==> src/rtl/tt_cam_buffer_alloc_ctrl_if.sv <==
// Port bundle between the CAM buffer allocation controller and its producer,
// response source, retire consumer and the tag+data buffer it manages.
interface tt_cam_buffer_alloc_ctrl_if #(
    parameter int ENTRIES      = 8,
    parameter int ENTRIES_LOG2 = $clog2(ENTRIES),
    parameter int TAG_WIDTH    = 32,
    parameter int DATA_WIDTH   = 32
);
    logic                         i_alloc_valid;
    logic                         o_alloc_ready;
    logic [TAG_WIDTH-1:0]         i_alloc_tag;
    logic [ENTRIES_LOG2-1:0]      o_alloc_id;

    logic                         i_fill_valid;
    logic [ENTRIES_LOG2-1:0]      i_fill_id;
    logic [DATA_WIDTH-1:0]        i_fill_data;
    logic                         o_fill_err;

    logic                         o_retire_valid;
    logic                         i_retire_ready;
    logic [ENTRIES_LOG2-1:0]      o_retire_id;
    logic [TAG_WIDTH-1:0]         o_retire_tag;
    logic [DATA_WIDTH-1:0]        o_retire_data;

    logic                         i_flush;
    logic [ENTRIES_LOG2:0]        o_count;
    logic                         o_empty;
    logic                         o_full;

    logic                         o_buf_write_tag_en;
    logic [ENTRIES_LOG2-1:0]      o_buf_write_tag_addr;
    logic [TAG_WIDTH-1:0]         o_buf_write_tag_value;
    logic                         o_buf_write_data_en;
    logic [ENTRIES_LOG2-1:0]      o_buf_write_data_addr;
    logic [DATA_WIDTH-1:0]        o_buf_write_data_value;
    logic [ENTRIES-1:0]           o_buf_set_tag_valid;
    logic [ENTRIES-1:0]           o_buf_clear_tag_valid;
    logic [ENTRIES-1:0]           o_buf_set_data_valid;
    logic [ENTRIES-1:0]           o_buf_clear_data_valid;
    logic                         o_buf_read_en;
    logic [ENTRIES_LOG2-1:0]      o_buf_read_addr;
    logic [TAG_WIDTH+DATA_WIDTH-1:0] i_buf_read_value;
    logic [ENTRIES-1:0]           i_buf_data_valid;

    modport master (
        input  i_alloc_valid, i_alloc_tag, i_fill_valid, i_fill_id, i_fill_data,
               i_retire_ready, i_flush, i_buf_read_value, i_buf_data_valid,
        output o_alloc_ready, o_alloc_id, o_fill_err, o_retire_valid, o_retire_id,
               o_retire_tag, o_retire_data, o_count, o_empty, o_full,
               o_buf_write_tag_en, o_buf_write_tag_addr, o_buf_write_tag_value,
               o_buf_write_data_en, o_buf_write_data_addr, o_buf_write_data_value,
               o_buf_set_tag_valid, o_buf_clear_tag_valid, o_buf_set_data_valid,
               o_buf_clear_data_valid, o_buf_read_en, o_buf_read_addr
    );

    modport slave (
        output i_alloc_valid, i_alloc_tag, i_fill_valid, i_fill_id, i_fill_data,
               i_retire_ready, i_flush, i_buf_read_value, i_buf_data_valid,
        input  o_alloc_ready, o_alloc_id, o_fill_err, o_retire_valid, o_retire_id,
               o_retire_tag, o_retire_data, o_count, o_empty, o_full,
               o_buf_write_tag_en, o_buf_write_tag_addr, o_buf_write_tag_value,
               o_buf_write_data_en, o_buf_write_data_addr, o_buf_write_data_value,
               o_buf_set_tag_valid, o_buf_clear_tag_valid, o_buf_set_data_valid,
               o_buf_clear_data_valid, o_buf_read_en, o_buf_read_addr
    );
endinterface

==> src/rtl/tt_cam_buffer_alloc_ctrl.sv <==
// In-order allocate / out-of-order fill / in-order retire controller for one
// tag+data CAM buffer, with a registered valid/ready retire stage.
module tt_cam_buffer_alloc_ctrl #(
    parameter int ENTRIES      = 8,
    parameter int ENTRIES_LOG2 = $clog2(ENTRIES),
    parameter int TAG_WIDTH    = 32,
    parameter int DATA_WIDTH   = 32
) (
    input  logic                       i_clk,
    input  logic                       i_reset,
    tt_cam_buffer_alloc_ctrl_if.master bus
);
    localparam int CW = ENTRIES_LOG2 + 1;
    localparam logic [CW-1:0]      FULL_COUNT = CW'(ENTRIES);
    localparam logic [ENTRIES-1:0] ONE_HOT0   = ENTRIES'(1);
    localparam logic [ENTRIES-1:0] ALL_ONES   = '1;

    logic [ENTRIES_LOG2-1:0] head, tail;
    logic [CW-1:0]           count;
    logic [ENTRIES-1:0]      alloc_vec;
    logic                    retire_valid;
    logic [ENTRIES_LOG2-1:0] retire_id;
    logic [TAG_WIDTH-1:0]    retire_tag;
    logic [DATA_WIDTH-1:0]   retire_data;
    logic                    fill_err;

    logic empty, full, alloc_ready, alloc_accept, load, fill_legal, fill_bad;
    logic [ENTRIES-1:0] tail_vec, head_vec, fill_vec;

    assign empty        = (count == '0);
    assign full         = (count == FULL_COUNT);
    assign alloc_ready  = !full && !bus.i_flush;
    assign alloc_accept = bus.i_alloc_valid && alloc_ready;
    assign load         = !empty && bus.i_buf_data_valid[head]
                          && (!retire_valid || bus.i_retire_ready) && !bus.i_flush;

    // The entry being allocated this cycle has no alloc_vec bit yet, so a
    // same-cycle fill to it is rejected; the explicit compare keeps that obvious.
    assign fill_legal = bus.i_fill_valid && !bus.i_flush
                        && alloc_vec[bus.i_fill_id]
                        && !bus.i_buf_data_valid[bus.i_fill_id]
                        && !(alloc_accept && (bus.i_fill_id == tail));
    assign fill_bad   = bus.i_fill_valid && !bus.i_flush && !fill_legal;

    assign tail_vec = alloc_accept ? (ONE_HOT0 << tail) : '0;
    assign head_vec = load ? (ONE_HOT0 << head) : '0;
    assign fill_vec = fill_legal ? (ONE_HOT0 << bus.i_fill_id) : '0;

    always_ff @(posedge i_clk or posedge i_reset) begin
        if (i_reset) begin
            head         <= '0;
            tail         <= '0;
            count        <= '0;
            alloc_vec    <= '0;
            retire_valid <= 1'b0;
            retire_id    <= '0;
            retire_tag   <= '0;
            retire_data  <= '0;
            fill_err     <= 1'b0;
        end else if (bus.i_flush) begin
            head         <= '0;
            tail         <= '0;
            count        <= '0;
            alloc_vec    <= '0;
            retire_valid <= 1'b0;
            fill_err     <= 1'b0;
        end else begin
            fill_err  <= fill_bad;
            count     <= count + CW'(alloc_accept) - CW'(load);
            alloc_vec <= (alloc_vec | tail_vec) & ~head_vec;
            if (alloc_accept) tail <= tail + ENTRIES_LOG2'(1);
            if (load) begin
                head         <= head + ENTRIES_LOG2'(1);
                retire_valid <= 1'b1;
                retire_id    <= head;
                retire_tag   <= bus.i_buf_read_value[TAG_WIDTH+DATA_WIDTH-1 -: TAG_WIDTH];
                retire_data  <= bus.i_buf_read_value[DATA_WIDTH-1:0];
            end else if (retire_valid && bus.i_retire_ready) begin
                retire_valid <= 1'b0;
            end
        end
    end

    always_comb begin
        bus.o_buf_write_tag_en     = alloc_accept;
        bus.o_buf_write_tag_addr   = tail;
        bus.o_buf_write_tag_value  = bus.i_alloc_tag;
        bus.o_buf_write_data_en    = fill_legal;
        bus.o_buf_write_data_addr  = bus.i_fill_id;
        bus.o_buf_write_data_value = bus.i_fill_data;
        bus.o_buf_set_tag_valid    = tail_vec;
        bus.o_buf_set_data_valid   = fill_vec;
        bus.o_buf_clear_tag_valid  = head_vec;
        bus.o_buf_clear_data_valid = head_vec | tail_vec;
        // Flush wipes every valid bit; the buffer resolves clear over set.
        if (bus.i_flush) begin
            bus.o_buf_clear_tag_valid  = ALL_ONES;
            bus.o_buf_clear_data_valid = ALL_ONES;
        end
    end

    assign bus.o_alloc_ready   = alloc_ready;
    assign bus.o_alloc_id      = tail;
    assign bus.o_fill_err      = fill_err;
    assign bus.o_retire_valid  = retire_valid;
    assign bus.o_retire_id     = retire_id;
    assign bus.o_retire_tag    = retire_tag;
    assign bus.o_retire_data   = retire_data;
    assign bus.o_count         = count;
    assign bus.o_empty         = empty;
    assign bus.o_full          = full;
    assign bus.o_buf_read_en   = !empty;
    assign bus.o_buf_read_addr = head;
endmodule

==> src/flat_wrapper.sv <==
// flat-port wrapper written by rule: the top's interface ports become plain ports
module tt_cam_buffer_alloc_ctrl_flat 
#(
    parameter int ENTRIES      = 8,
    parameter int ENTRIES_LOG2 = $clog2(ENTRIES),
    parameter int TAG_WIDTH    = 32,
    parameter int DATA_WIDTH   = 32
)
  (i_clk, i_reset, bus_i_alloc_valid, bus_i_alloc_tag, bus_i_fill_valid, bus_i_fill_id, bus_i_fill_data, bus_i_retire_ready, bus_i_flush, bus_i_buf_read_value, bus_i_buf_data_valid, bus_o_alloc_ready, bus_o_alloc_id, bus_o_fill_err, bus_o_retire_valid, bus_o_retire_id, bus_o_retire_tag, bus_o_retire_data, bus_o_count, bus_o_empty, bus_o_full, bus_o_buf_write_tag_en, bus_o_buf_write_tag_addr, bus_o_buf_write_tag_value, bus_o_buf_write_data_en, bus_o_buf_write_data_addr, bus_o_buf_write_data_value, bus_o_buf_set_tag_valid, bus_o_buf_clear_tag_valid, bus_o_buf_set_data_valid, bus_o_buf_clear_data_valid, bus_o_buf_read_en, bus_o_buf_read_addr);
  tt_cam_buffer_alloc_ctrl_if #(.ENTRIES(ENTRIES), .ENTRIES_LOG2(ENTRIES_LOG2), .TAG_WIDTH(TAG_WIDTH), .DATA_WIDTH(DATA_WIDTH)) bus_i ();
  input  logic i_clk;
  input  logic i_reset;
  input wire logic [$bits(bus_i.i_alloc_valid)-1:0] bus_i_alloc_valid;
  input wire logic [$bits(bus_i.i_alloc_tag)-1:0] bus_i_alloc_tag;
  input wire logic [$bits(bus_i.i_fill_valid)-1:0] bus_i_fill_valid;
  input wire logic [$bits(bus_i.i_fill_id)-1:0] bus_i_fill_id;
  input wire logic [$bits(bus_i.i_fill_data)-1:0] bus_i_fill_data;
  input wire logic [$bits(bus_i.i_retire_ready)-1:0] bus_i_retire_ready;
  input wire logic [$bits(bus_i.i_flush)-1:0] bus_i_flush;
  input wire logic [$bits(bus_i.i_buf_read_value)-1:0] bus_i_buf_read_value;
  input wire logic [$bits(bus_i.i_buf_data_valid)-1:0] bus_i_buf_data_valid;
  output wire logic [$bits(bus_i.o_alloc_ready)-1:0] bus_o_alloc_ready;
  output wire logic [$bits(bus_i.o_alloc_id)-1:0] bus_o_alloc_id;
  output wire logic [$bits(bus_i.o_fill_err)-1:0] bus_o_fill_err;
  output wire logic [$bits(bus_i.o_retire_valid)-1:0] bus_o_retire_valid;
  output wire logic [$bits(bus_i.o_retire_id)-1:0] bus_o_retire_id;
  output wire logic [$bits(bus_i.o_retire_tag)-1:0] bus_o_retire_tag;
  output wire logic [$bits(bus_i.o_retire_data)-1:0] bus_o_retire_data;
  output wire logic [$bits(bus_i.o_count)-1:0] bus_o_count;
  output wire logic [$bits(bus_i.o_empty)-1:0] bus_o_empty;
  output wire logic [$bits(bus_i.o_full)-1:0] bus_o_full;
  output wire logic [$bits(bus_i.o_buf_write_tag_en)-1:0] bus_o_buf_write_tag_en;
  output wire logic [$bits(bus_i.o_buf_write_tag_addr)-1:0] bus_o_buf_write_tag_addr;
  output wire logic [$bits(bus_i.o_buf_write_tag_value)-1:0] bus_o_buf_write_tag_value;
  output wire logic [$bits(bus_i.o_buf_write_data_en)-1:0] bus_o_buf_write_data_en;
  output wire logic [$bits(bus_i.o_buf_write_data_addr)-1:0] bus_o_buf_write_data_addr;
  output wire logic [$bits(bus_i.o_buf_write_data_value)-1:0] bus_o_buf_write_data_value;
  output wire logic [$bits(bus_i.o_buf_set_tag_valid)-1:0] bus_o_buf_set_tag_valid;
  output wire logic [$bits(bus_i.o_buf_clear_tag_valid)-1:0] bus_o_buf_clear_tag_valid;
  output wire logic [$bits(bus_i.o_buf_set_data_valid)-1:0] bus_o_buf_set_data_valid;
  output wire logic [$bits(bus_i.o_buf_clear_data_valid)-1:0] bus_o_buf_clear_data_valid;
  output wire logic [$bits(bus_i.o_buf_read_en)-1:0] bus_o_buf_read_en;
  output wire logic [$bits(bus_i.o_buf_read_addr)-1:0] bus_o_buf_read_addr;
  assign bus_i.i_alloc_valid = bus_i_alloc_valid;
  assign bus_i.i_alloc_tag = bus_i_alloc_tag;
  assign bus_i.i_fill_valid = bus_i_fill_valid;
  assign bus_i.i_fill_id = bus_i_fill_id;
  assign bus_i.i_fill_data = bus_i_fill_data;
  assign bus_i.i_retire_ready = bus_i_retire_ready;
  assign bus_i.i_flush = bus_i_flush;
  assign bus_i.i_buf_read_value = bus_i_buf_read_value;
  assign bus_i.i_buf_data_valid = bus_i_buf_data_valid;
  assign bus_o_alloc_ready = bus_i.o_alloc_ready;
  assign bus_o_alloc_id = bus_i.o_alloc_id;
  assign bus_o_fill_err = bus_i.o_fill_err;
  assign bus_o_retire_valid = bus_i.o_retire_valid;
  assign bus_o_retire_id = bus_i.o_retire_id;
  assign bus_o_retire_tag = bus_i.o_retire_tag;
  assign bus_o_retire_data = bus_i.o_retire_data;
  assign bus_o_count = bus_i.o_count;
  assign bus_o_empty = bus_i.o_empty;
  assign bus_o_full = bus_i.o_full;
  assign bus_o_buf_write_tag_en = bus_i.o_buf_write_tag_en;
  assign bus_o_buf_write_tag_addr = bus_i.o_buf_write_tag_addr;
  assign bus_o_buf_write_tag_value = bus_i.o_buf_write_tag_value;
  assign bus_o_buf_write_data_en = bus_i.o_buf_write_data_en;
  assign bus_o_buf_write_data_addr = bus_i.o_buf_write_data_addr;
  assign bus_o_buf_write_data_value = bus_i.o_buf_write_data_value;
  assign bus_o_buf_set_tag_valid = bus_i.o_buf_set_tag_valid;
  assign bus_o_buf_clear_tag_valid = bus_i.o_buf_clear_tag_valid;
  assign bus_o_buf_set_data_valid = bus_i.o_buf_set_data_valid;
  assign bus_o_buf_clear_data_valid = bus_i.o_buf_clear_data_valid;
  assign bus_o_buf_read_en = bus_i.o_buf_read_en;
  assign bus_o_buf_read_addr = bus_i.o_buf_read_addr;
  tt_cam_buffer_alloc_ctrl #(.ENTRIES(ENTRIES), .ENTRIES_LOG2(ENTRIES_LOG2), .TAG_WIDTH(TAG_WIDTH), .DATA_WIDTH(DATA_WIDTH)) u_core (.i_clk(i_clk), .i_reset(i_reset), .bus(bus_i));
endmodule
==> config.mk <==
export PLATFORM = sky130hd
export DESIGN_NAME = tt_cam_buffer_alloc_ctrl_flat
export DESIGN_NICKNAME = d
export VERILOG_FILES = /design/src/rtl/tt_cam_buffer_alloc_ctrl_if.sv /design/src/rtl/tt_cam_buffer_alloc_ctrl.sv /design/src/flat_wrapper.sv
export SDC_FILE = /design/constraint.sdc
export NUM_CORES = 1
export LEC_CHECK = 0
export BUFFER_PORTS_ARGS = -buffer_cell sky130_fd_sc_hd__buf_2
export CAP_MARGIN = 20
export CELL_PAD_IN_SITES_DETAIL_PLACEMENT = 1
export CELL_PAD_IN_SITES_GLOBAL_PLACEMENT = 1
export CORE_MARGIN = 1.5
export CORE_UTILIZATION = 27
export CTS_CLUSTER_SIZE = 16
export DETAILED_ROUTE_END_ITERATION = 8
export PLACE_DENSITY_LB_ADDON = 0.1
export SLEW_MARGIN = 25
export SYNTH_ARGS = -nofsm -noshare
export SYNTH_HDL_FRONTEND = slang
export SYNTH_SLANG_ARGS = --single-unit
export TNS_END_PERCENT = 1
==> constraint.sdc <==
create_clock -name i_clk -period 2.4 [get_ports i_clk]
set_input_delay 0.36 -clock i_clk [delete_from_list [all_inputs] [get_ports i_clk]]
set_output_delay 0.36 -clock i_clk [all_outputs]
set_load 0.05 [all_outputs]
# [Word level (Yosys, flattened, before mapping)]
# Index checks and enable logic that the tools add are counted.
# W data, S select, Z words.
[op_classes] addsub=4 magnitude_cmp=2 n_eq_ne=2 n_shift=3 muxes=21 bitwise_logic=5 reduce_logical=25
[op_table] operator="$mux W8" count=6
[op_table] operator="$shl A1 B3 Y8 const A" count=3
[op_table] operator="$or A8 B8 Y8" count=2
[op_table] operator="$logic_and A1 B1 Y1" count=12
[op_table] operator="$mux W3" count=4
[op_table] operator="$bmux W1 S3" count=3
[op_table] operator="$and A8 B8 Y8" count=1
[op_table] operator="$lt A3 B4 Y1 const B" count=2
[op_table] operator="$not A8 Y8" count=1
[op_table] operator="$logic_not A1 Y1" count=7
[op_table] operator="$mux W1" count=7
[op_table] operator="$add A3 B1 Y3 const B" count=2
[op_table] operator="$add A4 B1 Y4" count=1
[op_table] operator="$eq A4 B4 Y1 const B" count=1
[op_table] operator="$logic_not A4 Y1" count=1
[op_table] operator="$mux W4" count=1
[op_table] operator="$reduce_bool A2 Y1" count=2
[op_table] operator="$sub A4 B1 Y4" count=1
[op_table] operator="$eq A3 B3 Y1" count=1
[op_table] operator="$reduce_bool A3 Y1" count=1
[op_table] operator="$reduce_and A2 Y1" count=1
[op_table] operator="$logic_or A1 B1 Y1" count=1
[op_table] operator="$not A1 Y1" count=1
[totals] reg_bits=87 wordCells=71

# [Longest topological paths before layout]
[depth] word_depth=10 mapped_depth=15 ltp_nobuf=13

# [Worst setup path after synthesis]
# Ideal clock, no wire load.
[synth_path] path_kind="register -> output" from="reg u_core.count[2], in the netlist u_core.bus.o_count[2]" to="out bus_o_buf_clear_data_valid[2]" arrival_time_ns=3.713 slack_ns=-1.673 stages_incl_launch_ff=6 n_path_buf=0 path_cell_list="dfrtp_1 > inv_1 > ha_1 > nor3b_2 > nor4b_1 > a311o_1"
[synth_between] word_cells_on_any_way=13
[synth_lines] item="from (decl)" line_no="tt_cam_buffer_alloc_ctrl.sv:19" rtl="logic [CW-1:0] count;"
[synth_lines] item="from (signal assigned)" line_no="tt_cam_buffer_alloc_ctrl.sv:69" rtl="count <= count + CW'(alloc_accept) - CW'(load);"
[synth_lines] item="$eq A4 B4 Y1" line_no="tt_cam_buffer_alloc_ctrl.sv:31" rtl="assign full = (count == FULL_COUNT);"
[synth_lines] item="named net bus_o_full" line_no="flat_wrapper.sv:31" rtl="output wire logic [$bits(bus_i.o_full)-1:0] bus_o_full;"
[synth_lines] item="$logic_not A1 Y1" line_no="tt_cam_buffer_alloc_ctrl.sv:32" rtl="assign alloc_ready = !full && !bus.i_flush;"
[synth_lines] item="$logic_and A1 B1 Y1" line_no="tt_cam_buffer_alloc_ctrl.sv:32"
[synth_lines] item="$logic_and A1 B1 Y1" line_no="tt_cam_buffer_alloc_ctrl.sv:33" rtl="assign alloc_accept = bus.i_alloc_valid && alloc_ready;"
[synth_lines] item="$mux W8" line_no="tt_cam_buffer_alloc_ctrl.sv:45" rtl="assign tail_vec = alloc_accept ? (ONE_HOT0 << tail) : '0;"
[synth_lines] item="named net bus_o_buf_set_tag_valid[2]" line_no="flat_wrapper.sv:38" rtl="output wire logic [$bits(bus_i.o_buf_set_tag_valid)-1:0] bus_o_buf_set_tag_valid;"
[synth_lines] item="$or A8 B8 Y8" line_no="tt_cam_buffer_alloc_ctrl.sv:94" rtl="bus.o_buf_clear_data_valid = head_vec | tail_vec;"
[synth_lines] item="$mux W8" line_no="tt_cam_buffer_alloc_ctrl.sv:96" rtl="if (bus.i_flush) begin"
[synth_lines] item="to (decl)" line_no="flat_wrapper.sv:41" rtl="output wire logic [$bits(bus_i.o_buf_clear_data_valid)-1:0] bus_o_buf_clear_data_valid;"
# The timed path passes the listed nets, and every way through them passes these cells.

# [Worst setup path after layout]
[layout_path] from="reg u_core.count[3], in the netlist u_core.bus.o_count[3]" to="out bus_o_buf_clear_data_valid[4]"
[layout_between] elab_chain_len=8 word_cells_on_any_way=13
[layout_rtl] item="$logic_not A4 Y1" line_no="tt_cam_buffer_alloc_ctrl.sv:30" rtl="assign empty = (count == '0);"
[layout_rtl] item="$logic_not A1 Y1" line_no="tt_cam_buffer_alloc_ctrl.sv:34" rtl="assign load = !empty && bus.i_buf_data_valid[head]"
[layout_rtl] item="$logic_and A1 B1 Y1" line_no="tt_cam_buffer_alloc_ctrl.sv:34"
[layout_rtl] item="$logic_and A1 B1 Y1 (2 in a row)" line_no="tt_cam_buffer_alloc_ctrl.sv:35" rtl="&& (!retire_valid || bus.i_retire_ready) && !bus.i_flush;"
[layout_rtl] item="$mux W8" line_no="tt_cam_buffer_alloc_ctrl.sv:46" rtl="assign head_vec = load ? (ONE_HOT0 << head) : '0;"
[layout_rtl] item="$or A8 B8 Y8 (*)" line_no="tt_cam_buffer_alloc_ctrl.sv:94"
[layout_rtl] item="$mux W8 (*)" line_no="tt_cam_buffer_alloc_ctrl.sv:96"
# Mark *: on every way between the ends. The rest lies on a longest branch, timed or not.

==> impl_metrics.tcl <==
set metrics [dict create \
    hpwl_um 10800 \
    final.min_clock_period_ns 2.56 \
    syn_nets 566 \
    slew_viol_final 0 \
    rsz0062_at_grt "true" \
    required_ns 2.04 \
    peakVddDrop_mv 0.706 \
    finClkSkew_ns 0.0145 \
    max_slew_margin 0.738 \
    path_max_fanout 23 \
    syn_area_um2 4810 \
    seq_area_frac_synth 0.453 \
    cts-root-buf "clkbuf_16" \
    synth_flop_cell "dfrtp_1" \
    grt_max_degree 52 \
    violations "negative setup slack" \
    core_um2 17400 \
    antenna_found_initial 0 \
    utilization 0.380 \
    setup_slack_ns -0.161 \
    hold_depth 2 \
    finalNetCount 726 \
    setup_viol 26 \
    drtAntennaViolNets 0 \
    design_area_um2 6600 \
    fin_cells 791 \
    final_common_cell "buf_2" \
    drc 0 \
    portBuffers 203 \
    viasPerCell 4.61 \
    place_congestion 0.748 \
    h-tree-depth 3 \
    std_cell_rows 48 \
    yosys_warnings 0 \
    whs_ns 0.236 \
    dp_cells 771 \
    die-area_um2 18600 \
    ys_types 41 \
    cts_buffers 9 \
    tightest_slew_ns 0.393 \
    final_hold_viol_count 0 \
    grt_pass1_vias 3945 \
    drt_pass1_iterations 4 \
    ys_async_sr_fraction 1.00 \
    syn_inst 402 \
    timing.max_cap.violations 0 \
    p_per_area_nw_per_um2 1500 \
    initial_utilization 0.277 \
    worstRegToRegCells 12 \
    num_vias 3645 \
    hp-class "in -> reg" \
    avgSynthCellArea_um2 12.0 \
    synth_seq_cells 87 \
    clk_path_buf_depth 2 \
    final_cell_mix "174 x buf_2, 82 x dfrtp_1, 47 x mux2_2, 28 x buf_4, 26 x buf_6" \
    cts_tree "yes" \
    placed_area_um2 5980 \
    end_kind "primary output" \
    area_growth_syn_to_layout_pct 37.2 \
    fmax_mhz 390 \
    first_iter_violations 122 \
    overflow 0 \
    wl_per_cell_um 17.9 \
    cp.arrival_ns 2.20 \
    finalWirelength_um 14200 \
    outcome "complete, but fails checks" \
    drive_gt1_frac 0.666 \
    clkTransAtPathRegs_ns 0.07 \
    die_h_um 136 \
    crit_type "reg -> out" \
    insertedDiodeCount 0 \
    clock_latency_ns 0.35 \
    synth_edf_count 0 \
    cts_sinks 87 \
    timing.final.crit_share 1.07 \
    total_leakage_power_nw 3.25 \
    grt_pass1_wl_um 21500 \
    crit_path_start_kind "register" \
    grt.total_usage 0.153 \
    ios 332 \
    die_x_um 136 \
]
[worst paths after layout]
kind | startpoint | slack, ns | endpoint
max | u_core.bus.o_count[3] | -0.16 | bus_o_buf_clear_data_valid[4]
min | bus_i_buf_read_value[10] | 0.24 | u_core.bus.o_retire_data[10]
max reg2reg | u_core.bus.o_count[3] | -0.02 | u_core.bus.o_count[1]
min reg2reg | u_core.bus.o_retire_tag[18] | 0.50 | u_core.bus.o_retire_tag[18]
max in group asynchronous | i_reset | 1.19 | u_core.bus.o_retire_tag[19]
min in group asynchronous | i_reset | 0.52 | u_core.bus.o_retire_data[10]
[synthesized netlist by cell type (2+ instances only)]
library cell | n | area share
a211o_1 | 2 | 0.0036
a211oi_1 | 2 | 0.0031
a21o_1 | 3 | 0.0047
a21oi_1 | 3 | 0.0031
a311o_1 | 6 | 0.012
a311oi_1 | 7 | 0.013
a31o_2 | 6 | 0.011
a31oi_1 | 5 | 0.0065
and2_1 | 2 | 0.0026
and3_1 | 4 | 0.0052
buf_2 | 7 | 0.0073
buf_4 | 72 | 0.11
buf_6 | 4 | 0.0094
clkbuf_1 | 7 | 0.0055
dfrtp_1 | 87 | 0.45
ha_1 | 18 | 0.047
inv_1 | 20 | 0.016
mux2_2 | 50 | 0.12
mux2_4 | 19 | 0.059
mux2i_1 | 5 | 0.010
nand2_1 | 8 | 0.0062
nand2b_1 | 6 | 0.0078
nand3_1 | 3 | 0.0031
nor2_1 | 16 | 0.012
nor2b_1 | 5 | 0.0065
nor3_1 | 7 | 0.0073
nor3b_2 | 2 | 0.0052
nor4_1 | 2 | 0.0026
nor4b_1 | 3 | 0.0055
o21ai_0 | 2 | 0.0021
o32a_1 | 4 | 0.0083
xnor2_1 | 6 | 0.011
[cell type report]
type / instances / area, um2
clock buffer: 9 / 225
sequential: 87 / 2180
timing repair buffer: 239 / 1540
clock inverter: 6 / 70.1
fill: 1948 / 10800
inverter: 21 / 88.8
tap: 225 / 282
multi-input combinational: 204 / 2210
[timing repair]
action                                  in CTS  in global routing
endpoints found under the setup margin      30                 67
pin swaps                                   11                 11
endpoints found under the hold margin       18                  0
hold buffers                                 1                  0
buffers inserted                             3                  1
resized for setup                           57                 20
[flip-flops by register name, summed over array words and instances (netlist names)]
| register | flops |
|---|---|
| u_core.bus.o_retire_id | 3 |
| u_core.bus.o_count | 4 |
| u_core.alloc_vec | 8 |
| u_core.bus.o_alloc_id | 3 |
| u_core.bus.o_buf_read_addr | 3 |
| u_core.bus.o_retire_data | 32 |
| u_core.bus.o_retire_valid | 1 |
| u_core.bus.o_retire_tag | 32 |
| u_core.bus.o_fill_err | 1 |
[layer usage]
| metal | GRT usage | part of all wire |
|---|---|---|
| met5 | 0 | 0 |
| met1 | 0.191 | 0.42 |
| met3 | 0.0384 | 0.079 |
| met2 | 0.253 | 0.48 |
| met4 | 0.0567 | 0.016 |
[through the flow]
stage | setup TNS (ns) | total power, mW | worst slack, ns
floorplan | -32.60 | 7.16 | -0.652
global placement | 0 | 8.19 | 0.0657
detailed placement | 0 | 8.26 | 0.0199
CTS | -2.85 | 9.88 | -0.209
global route | -6.67 | 10.4 | -0.264
finish | -2.01 | 9.88 | -0.161
[cells by family after synthesis]
kind of cell / count (synthesis) / synth area share
muxes: 75 / 0.191
and+or+nand+nor: 60 / 0.0674
DFF: 87 / 0.453
adders and majority gates: 19 / 0.0510
buffers and inverters: 111 / 0.151
xor gates and xnor gates: 6 / 0.0109
AOI/OAI and AO/OA: 44 / 0.0757
[power breakdown]
| part | internal [mW] | switching, mW | total (mW) |
|---|---|---|---|
| Sequential | 2.11 | 0.387 | 2.50 |
| Combinational | 1.98 | 3.98 | 5.96 |
| Clock | 0.808 | 0.608 | 1.42 |
[critical path, stage by stage, from the launching register on]
cell	delay, ns
dfrtp_2	0.44
inv_2	0.08
ha_4	0.12
nor3b_4	0.22
a311oi_1	0.06
and3_1	0.19
buf_12	0.17
a311o_2	0.40
buf_6	0.16
Power figures use the tool's default switching activity.
